[src/rtl/id_ex_stage_if.sv]
// ID/EX boundary bundle: decode-side data and control inputs, plus the
// registered Execute-side copies and the combinational stall back to IF/ID.
interface id_ex_stage_if #(
    parameter int DATA_W  = 32,
    parameter int REG_W   = 5,
    parameter int ALUOP_W = 3
);
    // Decode side
    logic               flush;
    logic               id_valid;
    logic [DATA_W-1:0]  next_pc;
    logic [DATA_W-1:0]  read_data1;
    logic [DATA_W-1:0]  read_data2;
    logic [DATA_W-1:0]  sign_ext_imm;
    logic [REG_W-1:0]   rs;
    logic [REG_W-1:0]   rt;
    logic [REG_W-1:0]   rd;
    logic               RegDst;
    logic               ALUSrc;
    logic               MemtoReg;
    logic               RegWrite;
    logic               MemRead;
    logic               MemWrite;
    logic               Branch;
    logic [ALUOP_W-1:0] ALUOp;

    // Execute side
    logic               stall;
    logic               ex_valid;
    logic [DATA_W-1:0]  ex_next_pc;
    logic [DATA_W-1:0]  ex_read_data1;
    logic [DATA_W-1:0]  ex_read_data2;
    logic [DATA_W-1:0]  ex_sign_ext_imm;
    logic [REG_W-1:0]   ex_rs;
    logic [REG_W-1:0]   ex_rt;
    logic [REG_W-1:0]   ex_rd;
    logic               ex_RegDst;
    logic               ex_ALUSrc;
    logic               ex_MemtoReg;
    logic               ex_RegWrite;
    logic               ex_MemRead;
    logic               ex_MemWrite;
    logic               ex_Branch;
    logic [ALUOP_W-1:0] ex_ALUOp;

    modport master (
        output flush, id_valid, next_pc, read_data1, read_data2, sign_ext_imm,
               rs, rt, rd, RegDst, ALUSrc, MemtoReg, RegWrite, MemRead,
               MemWrite, Branch, ALUOp,
        input  stall, ex_valid, ex_next_pc, ex_read_data1, ex_read_data2,
               ex_sign_ext_imm, ex_rs, ex_rt, ex_rd, ex_RegDst, ex_ALUSrc,
               ex_MemtoReg, ex_RegWrite, ex_MemRead, ex_MemWrite, ex_Branch,
               ex_ALUOp
    );

    modport slave (
        input  flush, id_valid, next_pc, read_data1, read_data2, sign_ext_imm,
               rs, rt, rd, RegDst, ALUSrc, MemtoReg, RegWrite, MemRead,
               MemWrite, Branch, ALUOp,
        output stall, ex_valid, ex_next_pc, ex_read_data1, ex_read_data2,
               ex_sign_ext_imm, ex_rs, ex_rt, ex_rd, ex_RegDst, ex_ALUSrc,
               ex_MemtoReg, ex_RegWrite, ex_MemRead, ex_MemWrite, ex_Branch,
               ex_ALUOp
    );
endinterface

[src/rtl/id_ex_stage.sv]
// ID/EX pipeline register with load-use hazard detection.
// A load in EX whose destination (rt, non-zero) is read by the valid
// instruction in ID raises stall for one cycle and loads a bubble; flush or an
// empty ID slot also loads a bubble. Optional macro HAZARD_STATS_EN adds
// saturating stall/flush/bubble event counters.
module id_ex_stage #(
    parameter int DATA_W  = 32,
    parameter int REG_W   = 5,
    parameter int ALUOP_W = 3
) (
    input  logic         clk,
    input  logic         rst,
    id_ex_stage_if.slave bus
`ifdef HAZARD_STATS_EN
    ,
    output logic [31:0]  stall_cnt,
    output logic [31:0]  flush_cnt,
    output logic [31:0]  bubble_cnt
`endif
);

    logic [DATA_W-1:0]  r_ex_next_pc;
    logic [DATA_W-1:0]  r_ex_read_data1;
    logic [DATA_W-1:0]  r_ex_read_data2;
    logic [DATA_W-1:0]  r_ex_sign_ext_imm;
    logic [REG_W-1:0]   r_ex_rs;
    logic [REG_W-1:0]   r_ex_rt;
    logic [REG_W-1:0]   r_ex_rd;
    logic               r_ex_valid;
    logic               r_ex_RegDst;
    logic               r_ex_ALUSrc;
    logic               r_ex_MemtoReg;
    logic               r_ex_RegWrite;
    logic               r_ex_MemRead;
    logic               r_ex_MemWrite;
    logic               r_ex_Branch;
    logic [ALUOP_W-1:0] r_ex_ALUOp;

    logic w_haz;
    logic w_stall;
    logic w_bubble;

    // $0 is hard-wired to zero, so a load targeting it can never feed a consumer.
    assign w_haz = r_ex_valid & r_ex_MemRead & (r_ex_rt != '0) & bus.id_valid
                 & ((r_ex_rt == bus.rs) | (r_ex_rt == bus.rt));

    // A flush discards IF/ID upstream, so holding it would be pointless.
    assign w_stall  = w_haz & ~bus.flush & ~rst;
    assign w_bubble = bus.flush | w_haz | ~bus.id_valid;

    // Pipeline register: data always follows ID, control is zeroed for a bubble.
    always_ff @(posedge clk) begin
        if (rst) begin
            r_ex_next_pc      <= '0;
            r_ex_read_data1   <= '0;
            r_ex_read_data2   <= '0;
            r_ex_sign_ext_imm <= '0;
            r_ex_rs           <= '0;
            r_ex_rt           <= '0;
            r_ex_rd           <= '0;
            r_ex_valid        <= 1'b0;
            r_ex_RegDst       <= 1'b0;
            r_ex_ALUSrc       <= 1'b0;
            r_ex_MemtoReg     <= 1'b0;
            r_ex_RegWrite     <= 1'b0;
            r_ex_MemRead      <= 1'b0;
            r_ex_MemWrite     <= 1'b0;
            r_ex_Branch       <= 1'b0;
            r_ex_ALUOp        <= '0;
        end else begin
            r_ex_next_pc      <= bus.next_pc;
            r_ex_read_data1   <= bus.read_data1;
            r_ex_read_data2   <= bus.read_data2;
            r_ex_sign_ext_imm <= bus.sign_ext_imm;
            r_ex_rs           <= bus.rs;
            r_ex_rt           <= bus.rt;
            r_ex_rd           <= bus.rd;
            if (w_bubble) begin
                r_ex_valid    <= 1'b0;
                r_ex_RegDst   <= 1'b0;
                r_ex_ALUSrc   <= 1'b0;
                r_ex_MemtoReg <= 1'b0;
                r_ex_RegWrite <= 1'b0;
                r_ex_MemRead  <= 1'b0;
                r_ex_MemWrite <= 1'b0;
                r_ex_Branch   <= 1'b0;
                r_ex_ALUOp    <= '0;
            end else begin
                r_ex_valid    <= 1'b1;
                r_ex_RegDst   <= bus.RegDst;
                r_ex_ALUSrc   <= bus.ALUSrc;
                r_ex_MemtoReg <= bus.MemtoReg;
                r_ex_RegWrite <= bus.RegWrite;
                r_ex_MemRead  <= bus.MemRead;
                r_ex_MemWrite <= bus.MemWrite;
                r_ex_Branch   <= bus.Branch;
                r_ex_ALUOp    <= bus.ALUOp;
            end
        end
    end

    assign bus.stall           = w_stall;
    assign bus.ex_valid        = r_ex_valid;
    assign bus.ex_next_pc      = r_ex_next_pc;
    assign bus.ex_read_data1   = r_ex_read_data1;
    assign bus.ex_read_data2   = r_ex_read_data2;
    assign bus.ex_sign_ext_imm = r_ex_sign_ext_imm;
    assign bus.ex_rs           = r_ex_rs;
    assign bus.ex_rt           = r_ex_rt;
    assign bus.ex_rd           = r_ex_rd;
    assign bus.ex_RegDst       = r_ex_RegDst;
    assign bus.ex_ALUSrc       = r_ex_ALUSrc;
    assign bus.ex_MemtoReg     = r_ex_MemtoReg;
    assign bus.ex_RegWrite     = r_ex_RegWrite;
    assign bus.ex_MemRead      = r_ex_MemRead;
    assign bus.ex_MemWrite     = r_ex_MemWrite;
    assign bus.ex_Branch       = r_ex_Branch;
    assign bus.ex_ALUOp        = r_ex_ALUOp;

`ifdef HAZARD_STATS_EN
    logic [31:0] r_stall_cnt;
    logic [31:0] r_flush_cnt;
    logic [31:0] r_bubble_cnt;

    function automatic logic [31:0] sat_inc(input logic [31:0] v, input logic en);
        return (en && (v != 32'hFFFF_FFFF)) ? v + 32'd1 : v;
    endfunction

    // Event counters; they stick at all-ones rather than wrapping.
    always_ff @(posedge clk) begin
        if (rst) begin
            r_stall_cnt  <= '0;
            r_flush_cnt  <= '0;
            r_bubble_cnt <= '0;
        end else begin
            r_stall_cnt  <= sat_inc(r_stall_cnt, w_stall);
            r_flush_cnt  <= sat_inc(r_flush_cnt, bus.flush);
            r_bubble_cnt <= sat_inc(r_bubble_cnt, w_bubble);
        end
    end

    assign stall_cnt  = r_stall_cnt;
    assign flush_cnt  = r_flush_cnt;
    assign bubble_cnt = r_bubble_cnt;
`endif

endmodule
[src/flat_wrapper.sv]
// flat-port wrapper written by rule: the top's interface ports become plain ports
module id_ex_stage_flat 
#(
    parameter int DATA_W  = 32,
    parameter int REG_W   = 5,
    parameter int ALUOP_W = 3
)
  (clk, rst, bus_flush, bus_id_valid, bus_next_pc, bus_read_data1, bus_read_data2, bus_sign_ext_imm, bus_rs, bus_rt, bus_rd, bus_RegDst, bus_ALUSrc, bus_MemtoReg, bus_RegWrite, bus_MemRead, bus_MemWrite, bus_Branch, bus_ALUOp, bus_stall, bus_ex_valid, bus_ex_next_pc, bus_ex_read_data1, bus_ex_read_data2, bus_ex_sign_ext_imm, bus_ex_rs, bus_ex_rt, bus_ex_rd, bus_ex_RegDst, bus_ex_ALUSrc, bus_ex_MemtoReg, bus_ex_RegWrite, bus_ex_MemRead, bus_ex_MemWrite, bus_ex_Branch, bus_ex_ALUOp);
  id_ex_stage_if #(.DATA_W(DATA_W), .REG_W(REG_W), .ALUOP_W(ALUOP_W)) bus_i ();
  input  logic clk;
  input  logic rst;
  input wire logic [$bits(bus_i.flush)-1:0] bus_flush;
  input wire logic [$bits(bus_i.id_valid)-1:0] bus_id_valid;
  input wire logic [$bits(bus_i.next_pc)-1:0] bus_next_pc;
  input wire logic [$bits(bus_i.read_data1)-1:0] bus_read_data1;
  input wire logic [$bits(bus_i.read_data2)-1:0] bus_read_data2;
  input wire logic [$bits(bus_i.sign_ext_imm)-1:0] bus_sign_ext_imm;
  input wire logic [$bits(bus_i.rs)-1:0] bus_rs;
  input wire logic [$bits(bus_i.rt)-1:0] bus_rt;
  input wire logic [$bits(bus_i.rd)-1:0] bus_rd;
  input wire logic [$bits(bus_i.RegDst)-1:0] bus_RegDst;
  input wire logic [$bits(bus_i.ALUSrc)-1:0] bus_ALUSrc;
  input wire logic [$bits(bus_i.MemtoReg)-1:0] bus_MemtoReg;
  input wire logic [$bits(bus_i.RegWrite)-1:0] bus_RegWrite;
  input wire logic [$bits(bus_i.MemRead)-1:0] bus_MemRead;
  input wire logic [$bits(bus_i.MemWrite)-1:0] bus_MemWrite;
  input wire logic [$bits(bus_i.Branch)-1:0] bus_Branch;
  input wire logic [$bits(bus_i.ALUOp)-1:0] bus_ALUOp;
  output wire logic [$bits(bus_i.stall)-1:0] bus_stall;
  output wire logic [$bits(bus_i.ex_valid)-1:0] bus_ex_valid;
  output wire logic [$bits(bus_i.ex_next_pc)-1:0] bus_ex_next_pc;
  output wire logic [$bits(bus_i.ex_read_data1)-1:0] bus_ex_read_data1;
  output wire logic [$bits(bus_i.ex_read_data2)-1:0] bus_ex_read_data2;
  output wire logic [$bits(bus_i.ex_sign_ext_imm)-1:0] bus_ex_sign_ext_imm;
  output wire logic [$bits(bus_i.ex_rs)-1:0] bus_ex_rs;
  output wire logic [$bits(bus_i.ex_rt)-1:0] bus_ex_rt;
  output wire logic [$bits(bus_i.ex_rd)-1:0] bus_ex_rd;
  output wire logic [$bits(bus_i.ex_RegDst)-1:0] bus_ex_RegDst;
  output wire logic [$bits(bus_i.ex_ALUSrc)-1:0] bus_ex_ALUSrc;
  output wire logic [$bits(bus_i.ex_MemtoReg)-1:0] bus_ex_MemtoReg;
  output wire logic [$bits(bus_i.ex_RegWrite)-1:0] bus_ex_RegWrite;
  output wire logic [$bits(bus_i.ex_MemRead)-1:0] bus_ex_MemRead;
  output wire logic [$bits(bus_i.ex_MemWrite)-1:0] bus_ex_MemWrite;
  output wire logic [$bits(bus_i.ex_Branch)-1:0] bus_ex_Branch;
  output wire logic [$bits(bus_i.ex_ALUOp)-1:0] bus_ex_ALUOp;
  assign bus_i.flush = bus_flush;
  assign bus_i.id_valid = bus_id_valid;
  assign bus_i.next_pc = bus_next_pc;
  assign bus_i.read_data1 = bus_read_data1;
  assign bus_i.read_data2 = bus_read_data2;
  assign bus_i.sign_ext_imm = bus_sign_ext_imm;
  assign bus_i.rs = bus_rs;
  assign bus_i.rt = bus_rt;
  assign bus_i.rd = bus_rd;
  assign bus_i.RegDst = bus_RegDst;
  assign bus_i.ALUSrc = bus_ALUSrc;
  assign bus_i.MemtoReg = bus_MemtoReg;
  assign bus_i.RegWrite = bus_RegWrite;
  assign bus_i.MemRead = bus_MemRead;
  assign bus_i.MemWrite = bus_MemWrite;
  assign bus_i.Branch = bus_Branch;
  assign bus_i.ALUOp = bus_ALUOp;
  assign bus_stall = bus_i.stall;
  assign bus_ex_valid = bus_i.ex_valid;
  assign bus_ex_next_pc = bus_i.ex_next_pc;
  assign bus_ex_read_data1 = bus_i.ex_read_data1;
  assign bus_ex_read_data2 = bus_i.ex_read_data2;
  assign bus_ex_sign_ext_imm = bus_i.ex_sign_ext_imm;
  assign bus_ex_rs = bus_i.ex_rs;
  assign bus_ex_rt = bus_i.ex_rt;
  assign bus_ex_rd = bus_i.ex_rd;
  assign bus_ex_RegDst = bus_i.ex_RegDst;
  assign bus_ex_ALUSrc = bus_i.ex_ALUSrc;
  assign bus_ex_MemtoReg = bus_i.ex_MemtoReg;
  assign bus_ex_RegWrite = bus_i.ex_RegWrite;
  assign bus_ex_MemRead = bus_i.ex_MemRead;
  assign bus_ex_MemWrite = bus_i.ex_MemWrite;
  assign bus_ex_Branch = bus_i.ex_Branch;
  assign bus_ex_ALUOp = bus_i.ex_ALUOp;
  id_ex_stage #(.DATA_W(DATA_W), .REG_W(REG_W), .ALUOP_W(ALUOP_W)) u_core (.clk(clk), .rst(rst), .bus(bus_i));
endmodule
[config.mk]
export PLATFORM = sky130hd
export DESIGN_NAME = id_ex_stage_flat
export DESIGN_NICKNAME = d
export VERILOG_FILES = /design/src/rtl/id_ex_stage_if.sv /design/src/rtl/id_ex_stage.sv /design/src/flat_wrapper.sv
export SDC_FILE = /design/constraint.sdc
export NUM_CORES = 1
export LEC_CHECK = 0
export CORE_AREA = 2 2 120 122
export CTS_BUF_LIST = sky130_fd_sc_hd__clkbuf_8
export CTS_CLUSTER_DIAMETER = 50
export CTS_CLUSTER_SIZE = 16
export DETAILED_ROUTE_END_ITERATION = 16
export DIE_AREA = 0 0 122 124
export PLACE_DENSITY_LB_ADDON = 0.2
export SYNTH_ARGS = -nofsm -noshare
export SYNTH_HDL_FRONTEND = slang
export SYNTH_SLANG_ARGS = --single-unit
[constraint.sdc]
create_clock -name clk -period 1.9 [get_ports clk]
set_input_delay 0.475 -clock clk [delete_from_list [all_inputs] [get_ports clk]]
set_output_delay 0.475 -clock clk [all_outputs]
set_load 0.02 [all_outputs]
# [Word-level counts from Yosys, hierarchy flattened]
# Cells that the tools add are included.
[word_totals] reg_bits=154 latchBits=0 ramBits=0 romBits=0 inputBits=157 output_inout_bits=155 wordCells=33 n_memories=0
[op_classes] add_sub_neg=0 multipliers=0 div=0 magnitude_cmp=0 n_eq_ne=2 shift=0 muxes=1 bitwise_logic=12 reduce_logical=2
[op_table] operator="$eq A5 B5 Y1" count=2
[op_table] operator="$and A1 B1 Y1" count=6
[op_table] operator="$reduce_bool A5 Y1" count=1
[op_table] operator="$not A1 Y1" count=3
[op_table] operator="$or A1 B1 Y1" count=3
[op_table] operator="$reduce_or A2 Y1" count=1
[op_table] operator="$mux W1" count=1

# [Logic depth before layout (Yosys ltp)]
[logic_depth] word_depth=7 ltp_mapped=5 ltp_nobuf=4

# [Worst setup path before layout]
# No wires, ideal clock.
[synth_path] path_kind="flip-flop to output port" startpoint="register u_core.r_ex_rt[4], in the netlist u_core.bus.ex_rt[4]" endpoint="output bus_stall" arrival_ns=1.194 required_ns=1.425 setup_slack_ns=0.231 stages_incl_launch_ff=5 path_buffers=0 path_cell_list="dfxtp_1 xnor2_1 nand3_1 o22ai_2 and3_2"
[synth_between] elab_chain_len=6 elab_cells_between_ends=9 classes_between="eq/ne (2); bitwise (6); reduce/logical (1)"
[synth_rtl] element="start, declared" line_no="id_ex_stage.sv:27" source="logic [REG_W-1:0] r_ex_rt;"
[synth_rtl] element="start signal, assigned" line_no="id_ex_stage.sv:76" source="r_ex_rt <= bus.rt;"
[synth_rtl] element="$reduce_bool A5 Y1" line_no="id_ex_stage.sv:44" source="assign w_haz = r_ex_valid & r_ex_MemRead & (r_ex_rt != '0) & bus.id_valid"
[synth_rtl] element="$and A1 B1 Y1 (2 in series)" line_no="id_ex_stage.sv:44"
[synth_rtl] element="$and A1 B1 Y1 (*)" line_no="id_ex_stage.sv:45" source="& ((r_ex_rt == bus.rs) | (r_ex_rt == bus.rt));"
[synth_rtl] element="$and A1 B1 Y1 (*) (2 in series)" line_no="id_ex_stage.sv:48" source="assign w_stall = w_haz & ~bus.flush & ~rst;"
[synth_rtl] element="end, declared" line_no="flat_wrapper.sv:29" source="output wire logic [$bits(bus_i.stall)-1:0] bus_stall;"
# Every way passes the cells marked *; elsewhere a longest branch is shown, timed or not.

# [Final worst setup path]
[layout_path] startpoint="register u_core.r_ex_rt[3], in the netlist u_core.bus.ex_rt[3]" endpoint="output bus_stall"
# The elaborated chain is that of the path after synthesis.

==> flow_summary.json <==
{
  "status": "finished, violations left",
  "violations": "setup timing",
  "min_period_ns": 2.021,
  "synth_area_sq_um": 4330,
  "antenna_cells": 0,
  "min_path_type": "primary input to flop",
  "startpoint": "u_core.bus.ex_rt[3]",
  "cp_top_family": "flip-flops",
  "place_hpwl_um": 9778,
  "wl_per_cell_um": 14.76,
  "gr-total-overflow": 0,
  "insertion_delay_ns": 0.44,
  "post-synth-top-count-cell": "dfxtp_1",
  "path_cells": "xnor2_1, nand2_1, o22ai_2, and3_4, buf_6",
  "final.setup.tns_ns": -0.1215,
  "cts_made_buffers": 17,
  "final_cell_count_no_fill": 873,
  "rsz0062_at_grt": "true",
  "pre_cts_slack_ns": -0.7783,
  "fin_nets": 838,
  "yosys-top-cells-count": "154 x dfxtp_1, 143 x nor2b_1, 13 x nand3_1",
  "fmax_mhz": 494.7,
  "place.gp.congestion": 0.7827,
  "setup_ws_ns": -0.1215,
  "crit_type": "flop to output port",
  "cap_violations": 0,
  "die_area_sq_um": 15130,
  "synth_top_area_cell": "dfxtp_1",
  "syn_area_per_cell_sq_um": 12.03,
  "core_area_sq_um": 13720,
  "placement.io_buffers": 311,
  "fin_crit_sh_pct": 106.4,
  "rows": 43,
  "clock_path_buffers": 2,
  "synth.area.top_cells": "dfxtp_1 71%, nor2b_1 21%, xnor2_1 2.0%",
  "route.vias.total": 3518,
  "cp_slowest_cell": "dfxtp_4",
  "ioPinCount": 312,
  "dieWidth_um": 122,
  "reg2reg_from": "u_core.bus.ex_rt[1]",
  "setup.worst_path.start_class": "flop",
  "synthFlopType": "dfxtp_1",
  "drc": 0,
  "critPathBufInv": 1,
  "syn_nets": 517,
  "grt_pass1_vias": 3399,
  "grt_pass1_wl_um": 17830,
  "synth_cell_types": 13,
  "setup_viol": 1,
  "synth_edf_count": 0,
  "worstMarginPinSlew_ns": 0.5525,
  "placed_cells": 842,
  "synth_top_area_share_pct": 71.19,
  "ys_ff_latch": 154,
  "relSlewSlack_pct": 63.16,
  "crit_fanout": 4,
  "first_pass_iters": 4,
  "synth-seq-area-share_pct": 71.19,
  "power_density_nw_per_um2": 838.8,
  "slowest_delay_ns": 0.37,
  "ant_nets": 0,
  "drive_gt1_share_pct": 8.369,
  "die_h_um": 124,
  "finalMaxSlewViolations": 0,
  "critPathRequiredTime_ns": 1.42,
  "grt_max_degree": 128,
  "path_clk_slew_ns": 0.08,
  "stdcell_area_sq_um": 8279,
  "async_reset_ff_share_pct": 0,
  "peakVddDrop_mv": 0.4703,
  "routed_wl_um": 12890,
  "p_leak_nw": 4.281,
  "drt_iter0_markers": 78,
  "worst_ep_arrival_time_ns": 1.55,
  "antenna_found_initial": 0,
  "hp-start": "bus_rt[3]",
  "via_per_inst": 4.030,
  "ys_warn_count": 0,
  "p_total_mw": 6.945,
  "syn_inst": 360,
  "clock-root-buffer": "clkbuf_8",
  "grt_util_all_layers_pct": 15.99,
  "h-tree-depth": 4,
  "clock_sinks": 154,
  "setup.worst_path.end_class": "output port",
  "fin_skew_ns": 0.01018,
  "syn_to_final_growth_pct": 91.19,
  "start_util_pct": 31.56,
  "hold_violations": 0,
  "placed_area_sq_um": 7665,
  "cts_tree": "done"
}
metal layers:
layer	track usage, %	routed length, um	vias up
met4	6.034	151	0
met1	15.51	4516	1562
met2	28.11	6611	198
li1	-	-	1745
met3	9.341	1610	13
met5	0	0	-
kinds of logic after synthesis:
logic type	synth area share, %
buffers and inverters	2.225
AND/OR/NAND/NOR	22.88
AO/OA/AOI/OAI	1.676
flip-flops	71.19
XOR/XNOR	2.022
final cells by class:
cell class	instances	area, sq um
Clock inverter	11	120.1
Clock buffer	20	275.3
Fill cell	1154	5440
Tap cell	180	225.2
Sequential cell	154	3099
Multi-Input combinational cell	186	1212
Timing Repair Buffer	322	3347
metrics by stage:
stage	hold WS, ns	util (%)
floorplan	0.6032	-
global placement	0.7345	55.87
detailed placement	0.7514	55.87
CTS	0.3799	58.51
global route	0.3949	60.35
finish	0.4181	60.35
path summary, 6_finish.rpt:
path	endpoint	slack [ns]	depth (start not counted)
setup / recovery	bus_stall	-0.12	5
hold / removal	u_core.bus.ex_rt[3]	0.42	2
setup reg to reg	u_core.bus.ex_Branch	0.69	5
hold reg to reg	u_core.bus.ex_RegWrite	0.77	4
placed cells by master (no fill, tap or decap), types with 7 or more instances in the layout:
| master | count |
|---|---|
| dlygate4sd2_1 | 34 |
| xnor2_2 | 7 |
| dlymetal6s2s_1 | 73 |
| nand3_1 | 13 |
| dfxtp_1 | 149 |
| a21oi_1 | 12 |
| clkdlybuf4s50_1 | 202 |
| buf_4 | 11 |
| clkbuf_8 | 20 |
| nor2b_1 | 143 |
report_power, final:
group	internal, mW	switching (mW)
Combinational	0.626	0.440
Sequential	3.39	0.0466
Clock	1.26	1.18
worst reg2reg max path: cells and delay by family (launching register included):
kind | cells | cell delay, ns
flip-flops | 1 | 0.37
buffers and inverters | 2 | 0.32
AO/OA/AOI/OAI | 2 | 0.27
AND/OR/NAND/NOR | 1 | 0.19
flip-flops by register name (all words and copies together), names as in the netlist, 3 cells and up:
name and count:
u_core.bus.ex_ALUOp 3, u_core.bus.ex_next_pc 32, u_core.bus.ex_rd 5, u_core.bus.ex_read_data1 32, u_core.bus.ex_read_data2 32, u_core.bus.ex_rs 5
u_core.bus.ex_rt 5, u_core.bus.ex_sign_ext_imm 32
timing repair:
item,in CTS,in global routing
pin swaps,6,7
gates resized for setup,45,86
setup endpoints to repair,25,74
hold buffers,0,0
buffers inserted,0,0
Note: power is estimated with default switching activity, not from simulation.
